<file path="src/rtl/cond_exec_stage.sv">
`timescale 1ns/1ps
// ---------------------------------------------------------------------------
// cond_exec_stage
// Conditional-execution logic of an ARM-style pipeline at the E/M boundary.
// Evaluates the E instruction's condition code against the architectural
// flag register, updates the flags when the instruction passes, and
// registers the E-stage result and control into the M stage. Control bits of
// instructions that fail their condition are suppressed, and such
// instructions are counted in a saturating squash counter.
//
// Ports
//   clk, reset        : clock, asynchronous active-high reset
//   stall             : hold all state (flags, counter, M register)
//   flush             : insert a bubble into the M register
//   ALUFlags          : {N,Z,C,V} produced by the ALU for the E instruction
//   ALUResultE        : ALU result of the E instruction
//   WriteDataE        : store data of the E instruction
//   CondE, FlagWriteE, RegWriteE, MemWriteE, MemtoRegE, PCSrcE, WA3E
//                     : E-stage control
//   ALUOutM, WriteDataM, WA3M, RegWriteM, MemWriteM, MemtoRegM
//                     : M-stage pipeline register
//   CondExE           : condition pass of the E instruction (combinational)
//   BranchTakenE      : PCSrcE gated by CondExE (combinational)
//   Flags             : architectural {N,Z,C,V}
//   SquashCount       : saturating count of condition-failed instructions
// ---------------------------------------------------------------------------
module cond_exec_stage #(
  parameter int BITS = 32
) (
  input  logic            clk,
  input  logic            reset,
  input  logic            stall,
  input  logic            flush,
  input  logic [3:0]      ALUFlags,
  input  logic [BITS-1:0] ALUResultE,
  input  logic [BITS-1:0] WriteDataE,
  input  logic [3:0]      CondE,
  input  logic [1:0]      FlagWriteE,
  input  logic            RegWriteE,
  input  logic            MemWriteE,
  input  logic            MemtoRegE,
  input  logic            PCSrcE,
  input  logic [3:0]      WA3E,
  output logic [BITS-1:0] ALUOutM,
  output logic [BITS-1:0] WriteDataM,
  output logic [3:0]      WA3M,
  output logic            RegWriteM,
  output logic            MemWriteM,
  output logic            MemtoRegM,
  output logic            CondExE,
  output logic            BranchTakenE,
  output logic [3:0]      Flags,
  output logic [15:0]     SquashCount
);

  logic flag_n, flag_z, flag_c, flag_v;
  logic squash;

  assign flag_n = Flags[3];
  assign flag_z = Flags[2];
  assign flag_c = Flags[1];
  assign flag_v = Flags[0];

  // Condition decode uses the registered flags only, so a flag-setting
  // instruction influences the following instruction one cycle later.
  always_comb begin
    CondExE = 1'b0;
    unique case (CondE)
      4'b0000: CondExE = flag_z;
      4'b0001: CondExE = ~flag_z;
      4'b0010: CondExE = flag_c;
      4'b0011: CondExE = ~flag_c;
      4'b0100: CondExE = flag_n;
      4'b0101: CondExE = ~flag_n;
      4'b0110: CondExE = flag_v;
      4'b0111: CondExE = ~flag_v;
      4'b1000: CondExE = flag_c & ~flag_z;
      4'b1001: CondExE = ~flag_c | flag_z;
      4'b1010: CondExE = (flag_n == flag_v);
      4'b1011: CondExE = (flag_n != flag_v);
      4'b1100: CondExE = ~flag_z & (flag_n == flag_v);
      4'b1101: CondExE = flag_z | (flag_n != flag_v);
      4'b1110: CondExE = 1'b1;
      default: CondExE = 1'b0;
    endcase
  end

  assign BranchTakenE = PCSrcE & CondExE;

  // Only instructions that would have had a visible effect count as squashed.
  assign squash = ~CondExE & (RegWriteE | MemWriteE | PCSrcE | (|FlagWriteE));

  // Flag register: NZ and CV halves update independently. Flush does not
  // block the update because the E instruction itself still executes.
  always_ff @(posedge clk or posedge reset) begin
    if (reset) begin
      Flags <= 4'b0000;
    end else if (!stall && CondExE) begin
      if (FlagWriteE[1]) Flags[3:2] <= ALUFlags[3:2];
      if (FlagWriteE[0]) Flags[1:0] <= ALUFlags[1:0];
    end
  end

  // Squash counter sticks at all-ones instead of wrapping.
  always_ff @(posedge clk or posedge reset) begin
    if (reset) begin
      SquashCount <= 16'h0000;
    end else if (!stall && squash && (SquashCount != 16'hFFFF)) begin
      SquashCount <= SquashCount + 16'h0001;
    end
  end

  // M register: data fields always load when not stalled; on flush only the
  // control bits are forced to a bubble since the data is then unused.
  always_ff @(posedge clk or posedge reset) begin
    if (reset) begin
      ALUOutM    <= '0;
      WriteDataM <= '0;
      WA3M       <= 4'b0000;
      RegWriteM  <= 1'b0;
      MemWriteM  <= 1'b0;
      MemtoRegM  <= 1'b0;
    end else if (!stall) begin
      ALUOutM    <= ALUResultE;
      WriteDataM <= WriteDataE;
      WA3M       <= WA3E;
      if (flush) begin
        RegWriteM <= 1'b0;
        MemWriteM <= 1'b0;
        MemtoRegM <= 1'b0;
      end else begin
        RegWriteM <= RegWriteE & CondExE;
        MemWriteM <= MemWriteE & CondExE;
        MemtoRegM <= MemtoRegE;
      end
    end
  end

endmodule
</file>
<file path="config.mk">
export PLATFORM = sky130hd
export DESIGN_NAME = cond_exec_stage
export DESIGN_NICKNAME = d
export VERILOG_FILES = /design/src/rtl/cond_exec_stage.sv
export SDC_FILE = /design/constraint.sdc
export NUM_CORES = 1
export LEC_CHECK = 0
export CAP_MARGIN = 40
export CORE_MARGIN = 5
export CORE_UTILIZATION = 38
export DETAILED_ROUTE_END_ITERATION = 16
export GPL_TIMING_DRIVEN = 0
export PLACE_DENSITY = 0.74
export REMOVE_ABC_BUFFERS = 1
export SKIP_LAST_GASP = 1
export SYNTH_ARGS = -nofsm -noshare
export SYNTH_HDL_FRONTEND = slang
export SYNTH_SLANG_ARGS = --single-unit
</file>
<file path="constraint.sdc">
create_clock -name clk -period 4.6 [get_ports clk]
set_clock_uncertainty 0.2 [all_clocks]
set_input_delay 0.69 -clock clk [delete_from_list [all_inputs] [get_ports clk]]
set_output_delay 0.69 -clock clk [all_outputs]
set_load 0.02 [all_outputs]
</file>
### Word level (Yosys, flattened, before mapping)

Index checks and enable logic that the tools add are counted.

| word-level totals | value |
|---|---|
| flip-flop bits (word level) | 91 |
| input port bits | 86 |
| word-level logic and storage cells | 55 |

| cells by class | value |
|---|---|
| add/subtract/negate cells | 1 |
| equality and inequality tests | 17 |
| multiplexer cells | 4 |
| bitwise logic cells | 16 |
| reductions and logical operators | 8 |

Operators by type and width:

| operator | number |
|---|---|
| $eq A4 B4 Y1 const B | 7 |
| $add A16 B1 Y16 const B | 1 |
| $eq A4 B3 Y1 const B | 4 |
| $ne A16 B16 Y1 const B | 1 |
| $pmux W1 S15 | 1 |
| $eq A4 B2 Y1 const B | 2 |
| $and A1 B1 Y1 | 6 |
| $not A1 Y1 | 5 |
| $or A1 B1 Y1 | 5 |
| $eq A4 B1 Y1 const B | 1 |
| $logic_not A4 Y1 | 1 |
| $reduce_and A2 Y1 | 2 |
| $logic_and A1 B1 Y1 | 3 |
| $mux W1 | 3 |
| $reduce_or A2 Y1 | 1 |
| $eq A1 B1 Y1 | 1 |
| $logic_not A1 Y1 | 1 |
| $ne A1 B1 Y1 | 1 |

### Logic depth before layout (Yosys ltp)

Gate-level depths: netlist of run 1.

| logic depth | value |
|---|---|
| word-level depth | 7 |
| gate-level depth with buffers | 10 |
| depth with buffers taken out | 7 |

### Worst setup path after synthesis of run 1

OpenSTA, ideal clock, no wires.

| timing path | value |
|---|---|
| path kind | input-to-output |
| start | input port CondE[0] |
| end | output port BranchTakenE |
| arrival | 2.023 ns |
| required time | 3.710 ns |
| slack | 1.687 ns |
| stages on the path | 9 |
| buffers on the path | 3 |
| cell sequence | buf_6 -> and3b_1 -> o31ai_1 -> a41o_1 -> and3_1 -> buf_6 -> inv_6 -> buf_12 -> and2_1 |

| between the ends | value |
|---|---|
| word-level cells in the longest chain between the ends | 3 |

Ends and longest elaborated chain:

| element | RTL line | source |
|---|---|---|
| start, declared | 37 | `input logic [3:0] CondE,` |
| $eq A4 B4 Y1 (tied with other cells) | 68 | `unique case (CondE)` |
| $pmux W1 S15 * | 68 |  |
| named net CondExE | 50 | `output logic CondExE,` |
| $and A1 B1 Y1 * | 88 | `assign BranchTakenE = PCSrcE & CondExE;` |
| end, declared | 51 | `output logic BranchTakenE,` |

The timed path passes the listed nets; every way through them passes the cells marked *.

### Worst setup path after layout of run 1

| timing path | value |
|---|---|
| start | input port CondE[0] |
| end | output port BranchTakenE |

| between the ends | value |
|---|---|
| word-level cells in the longest chain between the ends | 3 |

Ends and longest elaborated chain:

| element | RTL line |
|---|---|
| $eq A4 B4 Y1 (tied with other cells) | 68 |
| $pmux W1 S15 * | 68 |
| $and A1 B1 Y1 * | 88 |

Mark *: on every way between the ends. The rest lies on a longest branch, timed or not.

==> metrics.md, run 1 <==
| Metric | Value |
|---|---|
| RSZ-0062 raised after global routing | no |
| # hold bufs at CTS | 0 |
| Sequential share of the synthesized area | 58.1% |
| Mapped Area | 3920 µm² |
| Count of input and output buffers | about 180 |
| Max-slew headroom | 63.3% |
| Seq cells post-synth | 91 |
| Synth warn | 0 |
| Outcome | complete, no violations |
| Initial detailed-routing violation count | 66 |
| Post-synth top area share | 58.1% |
| Max-cap violations | 0 |
| Tightest Pin Transition | around 0.55 ns |
| Crit. End Element | primary output |
| Synth area leader | dfrtp_1 |
| Final min period | 4.16 ns |
| Mean cell area of the mapped netlist | approximately 14 µm² |
| Root buf cell | clkbuf_8 |
| Max Fclk | 241 MHz |
| CTS Buf Count | 9 |
| Rows | 37 |
| # DRC | 0 |
| Final critical-path share of the clock period | between 90 and 100% |
| Peak VDD IR | 0.000209 V |
| Global-route wire length before repair | around 16,000 µm |
| Slew Viols, Final | 0 |
| Initial Util | 38.5% |
| Area grow syn2layout | 53.1% |
| Reg clk slew, reported paths | ~0.080 ns |
| Post_cts resized | 0 |
| Setup-failing EPs final | 0 |
| Number of global-route vias before repair | 3,173 |
| ANT cells | 0 |
| Most common cell after layout, fill and taps aside | clkdlybuf4s50_1 |
| Syn Inst Count | between 200 and 300 |
| Initial antenna violation count | 0 |
| Top FF cell, synth | dfrtp_1 |
| Clock sink count | between 90 and 100 |
| Vias | 2,825 |
| Max clock buf depth | 2 |
| Synth area leaders | dfrtp_1 (58%), mux2_2 (21%), xor2_1 (2.7%) |
| CP arrival | roughly 3.3 ns |
| Commonest cells after routing, fill and taps aside | clkdlybuf4s50_1 (177), dfrtp_1 (91), mux2_2 (73), xor2_1 (12), clkbuf_8 (10) |
| Cell Pwr Density | 375 nW/µm² |
| Chip width | around 110 µm |
| Core area | 10,200 µm² |
| All-Layer GR Usage | between 10% and 20% |
| CP Max Fanout | 16 |
| Avg WL per Cell | 16.0 µm |
| DP HPWL | 7090 µm |
| Leak | 2.45 nW |
| Via density | 4.73 |
| Top-Level Pins | 179 |
| HP Class | flop to flop |
| Routability congestion estimate | about 0.82 |
| DRT Wirelength | 9580 µm |
| Post-Place Cells | 582 |
| Routed Antenna Nets | 0 |
| Post-synth EDFFs | 0 |
| Crit start category | primary input |
| Share of cells above drive strength 1 | 21.5% |
| Final nets | 544 |
| Level count of the clock H-tree | 3 |
| Die Y | 112 µm |
| First-pass DRT Iterations | 4 |
| GR Overflow Total | 0 |
| CP required | approximately 3.7 ns |
| Non-Filler Instances | just under 600 |
| Setup Fix Bufs, Post-CTS | 0 |
| Final Hold Fails | 0 |
| CTS tree | yes |
| Yosys cell types | 44 |
| Crit Path Class | primary input to primary output |
| Clk_lat worst skew | 0.34 ns |
| Largest net degree at the start of global routing | 67 |
| Tot Pwr | 2.25 mW |
| Die area | 12,400 µm² |
| Fraction of registers with async set/reset | 100% |
==> Yosys cell counts (all sizes together) (2+ instances only) <==
cell type,count
buf,5
and3b,3
xnor2,7
clkbuf,9
nor3b,3
xor2,12
nand2,9
o41ai,2
nor2,6
nor4,8
inv,9
mux2,73
o21ai,3
nor2b,3
nand4,5
nor3,7
nand3b,3
or2,2
dfrtp,91
nand3,5
==> flip-flops by register name, summed over array words and instances, names as in the netlist <==
signal	count
RegWriteM	1
MemWriteM	1
WriteDataM	32
Flags	4
SquashCount	16
MemtoRegM	1
WA3M	4
ALUOutM	32
==> report_power, final <==
part	switching [mW]	internal (mW)	leakage (nW)
sequential	0.108	0.912	1.08
combinational	0.355	0.401	1.29
clock	0.267	0.209	0.0795
==> area by class of cell <==
type                            count  area [µm²]
Clock buffer                       13         149
Clock inverter                      2        12.5
Fill cell                         859        4190
Inverter                            9        41.3
Multi-Input combinational cell    166        1510
Sequential cell                    91        2280
Tap cell                          136         170
Timing Repair Buffer              180        1830
==> metal layers <==
layer / vias up / share of wire, % / track usage [%] / wire [µm]
met5: - / 0 / 0 / 0
li1: 1336 / - / - / -
met3: 14 / 7.2 / 5.43 / 688
met4: 0 / 1.7 / 5.68 / 165
met2: 92 / 50 / 26.6 / 4750
met1: 1383 / 42 / 18.8 / 3980
==> cell families after synthesis <==
group           synth area share, %
compound gates                 2.33
xor+xnor                       4.25
fa+ha+maj                     0.319
buf+inv                        3.26
flops                          58.1
mux                            21.2
simple gates                   10.5
==> critical path, cell delays in order <==
cell,delay (ns)
clkdlybuf4s50_1,0.60
nor2b_1,0.24
a311oi_1,0.27
a41o_1,0.19
and3_1,0.41
inv_6,0.15
and2_1,0.18
clkdlybuf4s50_1,0.53
==> through the flow <==
| stage | area, µm² | TNS (ns) | setup WS, ns | hold slack, ns | utilization (%) |
|---|---|---|---|---|---|
| floorplan | 3830 | 0 | 1.35 | 0.379 | - |
| global placement | 5780 | -15.60 | -0.402 | 0.260 | 56.8 |
| detailed placement | 5840 | 0 | 0.432 | 0.275 | 57.3 |
| CTS | 6000 | 0 | 0.417 | 0.296 | 58.9 |
| global route | 6000 | 0 | 0.299 | 0.315 | 58.9 |
| finish | 6000 | 0 | 0.445 | 0.292 | 58.9 |
==> worst paths after layout <==
path | depth (start not counted) | startpoint | slack, ns | to
setup / recovery | 8 | CondE[0] | 0.44 | BranchTakenE
min in group asynchronous | 2 | reset | 0.47 | WriteDataM[17]$_DFFE_PP0N_
hold reg to reg | 2 | RegWriteM$_DFFE_PP0N_ | 0.29 | RegWriteM$_DFFE_PP0N_
hold / removal | 2 | RegWriteM$_DFFE_PP0N_ | 0.29 | RegWriteM$_DFFE_PP0N_
setup reg to reg | 7 | Flags[0]$_DFFE_PP0P_ | 2.07 | SquashCount[1]$_DFFE_PP0P_
max in group asynchronous | 3 | reset | 3.09 | WriteDataM[0]$_DFFE_PP0N_
No activity file was read; power rests on OpenSTA's default activity.
==> run 2: changes to the inputs <==
- DONT_BUFFER_PORTS: not set -> 1
- PLACE_DENSITY: 0.74 -> not set
==> run 2 against run 1 <==
  * Hold slack worse by 0.23 ns
  * First-iteration DRC count up 56%
  * Worst setup slack better by 0.83 ns
  * Largest cell class unchanged
  * Highest routed layer is now met5
==> metrics.md, run 2 (synthesis gave the netlist of run 1 again) <==
| Metric | Value |
|---|---|
| RSZ-0062 raised after global routing | no |
| DP HPWL | 5990 µm (-15%) |
| Setup-failing EPs final | 0 (unchanged) |
| First-pass DRT Iterations | 4 (unchanged) |
| Crit. End Element | primary output |
| ANT cells | 0 (unchanged) |
| Combinational Power Share | 13.8% (-20 points) |
| Level count of the clock H-tree | 3 (unchanged) |
| Area grow syn2layout | 7.70% |
| Tightest Pin Transition | 0.573 ns (+0.0260 ns) |
| Initial antenna violation count | 1 (+1) |
| Crit Path Class | flop to primary output |
| Pre-CTS WS | 1.55 ns (+1.12 ns) |
| Critical Path, Cell by Cell | nor3_1, a311oi_1, a41o_1, and3_1, inv_6, and2_1 |
| All-Layer GR Usage | 13.4% (-2.4 points) |
| Vias | 2,213 (-22%) |
| Final nets | 365 (-33%) |
| # hold bufs at CTS | 0 (unchanged) |
| Initial detailed-routing violation count | 103 (+56%) |
| End of the worst register-to-register path | SquashCount[1]$_DFFE_PP0P_ |
| Switching Fraction | 34.6% (+2.1 points) |
| Slew Viols, Final | 0 (unchanged) |
| CP Max Fanout | 16 (unchanged) |
| CP required | 3.71 ns (about the same) |
| CP top delay family | simple AND/OR/NAND/NOR gates |
| Clock power share | 26.6% (+5.5 points) |
| Rows | 37 (unchanged) |
| Max-slew headroom | 61.8% (-1.6 points) |
| CTS tree | yes |
| Switching power total | 0.689 mW (-5.7%) |
| FF-to-FF setup slack | 1.90 ns (-0.17 ns) |
| Peak VDD IR | 0.000174 V (-17%) |
| CP max stage delay | 0.60 ns (about the same) |
| Levels on crit path | 6 (-2) |
| Final core utilization | 41.4% (-17 points) |
| Fin Setup TNS | 0 ns (unchanged) |
| Number of global-route vias before repair | 2,503 (-21%) |
| CP Buf/Inv Count | 1 (-2) |
| Largest net degree at the start of global routing | 79 (+18%) |
| Chip width | 112 µm (unchanged) |
| Worst reg2reg startpoint | Flags[0]$_DFFE_PP0P_ |
| Final Hold Fails | 0 (unchanged) |
| # DRC | 0 (unchanged) |
| Tot Pwr | 1.99 mW (-12%) |
| Largest regs | ALUOutM: 32 flops, WriteDataM: 32 flops, SquashCount: 16 flops |
| Post_cts resized | 0 (unchanged) |
| Initial Util | 38.5% (unchanged) |
| Die area | 12,400 µm² (unchanged) |
| Final min period | 3.32 ns (-0.832 ns) |
| Final Worst Setup Slack | 1.28 ns (+0.832 ns) |
| Max clock buf depth | 2 (unchanged) |
| Root buf cell | clkbuf_8 |
| Crit-path slowest cell | dfrtp_1 |
| Die Y | 112 µm (unchanged) |
| Reg2reg path depth | 7 (unchanged) |
| GR Overflow Total | 0 (unchanged) |
| Clk_lat worst skew | 0.35 ns (about the same) |
| Most common cell after layout, fill and taps aside | dfrtp_1 |
| CTS Buf Count | 9 (unchanged) |
| Share of cells above drive strength 1 | 35.5% (+14 points) |
| Count of input and output buffers | 0 (-100%) |
| Leak | 1.75 nW (-28%) |
| Fillers | 938 (+9.2%) |
| Commonest cells after routing, fill and taps aside | dfrtp_1 (91), mux2_2 (73), xor2_1 (12), nand2_1 (9), clkbuf_8 (9) |
| Internal Pwr Total | 1.30 mW (-14%) |
| Routability congestion estimate | 0.790 (-4.2%) |
| Via density | 5.29 (+12%) |
| Sequential share of power | 59.6% (+14 points) |
| Global-route wire length before repair | 13,500 µm (-16%) |
| CP arrival | 2.43 ns (-0.84 ns) |
| DRT Wirelength | 8180 µm (-15%) |
| Setup Fix Bufs, Post-CTS | 0 (unchanged) |
| Outcome | complete, no violations |
| Cell Pwr Density | 472 nW/µm² (+26%) |
| Core area | 10,200 µm² (unchanged) |
| Top-Level Pins | 179 (unchanged) |
| HP Class | primary input to async pin |
| Max-cap violations | 0 (unchanged) |
| Max Fclk | 301 MHz (+25%) |
| Routed Antenna Nets | 0 (unchanged) |
| Clock sink count | 91 (unchanged) |
| Final critical-path share of the clock period | 72.2% (-18 points) |
| Crit start category | flop |
| Avg WL per Cell | 19.6 µm (+22%) |
| Hold slack | 0.0662 ns (-0.226 ns) |
| Reg clk slew, reported paths | 0.09 ns (about the same) |
## run 2: final cells by class
type	count	area, µm²	area share, %
multi-input cells	166	1510	35.9
inverters	9	41.3	0.979
well taps	136	170	4.03
flip-flops and latches	91	2280	54.0
repair buffers	1	27.5	0.652
clock inverters	6	66.3	1.57
clock buffers	9	124	2.94
## run 2: worst max-delay path by stage
stage | startpoint | to
final | Flags[0]$_DFFE_PP0P_ | BranchTakenE
after global routing | Flags[2]$_DFFE_PP0P_ | BranchTakenE
after CTS | Flags[0]$_DFFE_PP0P_ | BranchTakenE
after detailed placement | CondE[0] | BranchTakenE
after global placement | reset | Flags[1]$_DFFE_PP0P_
after floorplan | reset | ALUOutM[0]$_DFFE_PP0N_
## run 2: metrics by stage
step | instances | cell area [µm²]
after global placement | 402 | 4000
after CTS | 418 | 4220
after detailed placement | 403 | 4030
after floorplan | 266 | 3830
after global routing | 418 | 4220
final | 418 | 4220
## run 2: power groups by stage
stage / Sequential (mW) / Combinational (mW) / Clock [mW]
2_1_floorplan: 1.16 / 0.238 / 0
3_5_place_dp: 1.21 / 0.279 / 0
5_1_grt: 1.21 / 0.305 / 0.597
4_1_cts: 1.19 / 0.280 / 0.554
6_report: 1.19 / 0.275 / 0.529
3_3_place_gp: 1.20 / 0.267 / 0
## run 2: layer usage
metal / global-route usage, % / vias to the layer above / part of all wire [%]
li1: - / 986 / -
met4: 3.89 / 2 / 1.3
met5: 0 / - / 0.24
met2: 21.3 / 110 / 49
met1: 15.6 / 1104 / 38
met3: 7.34 / 11 / 11
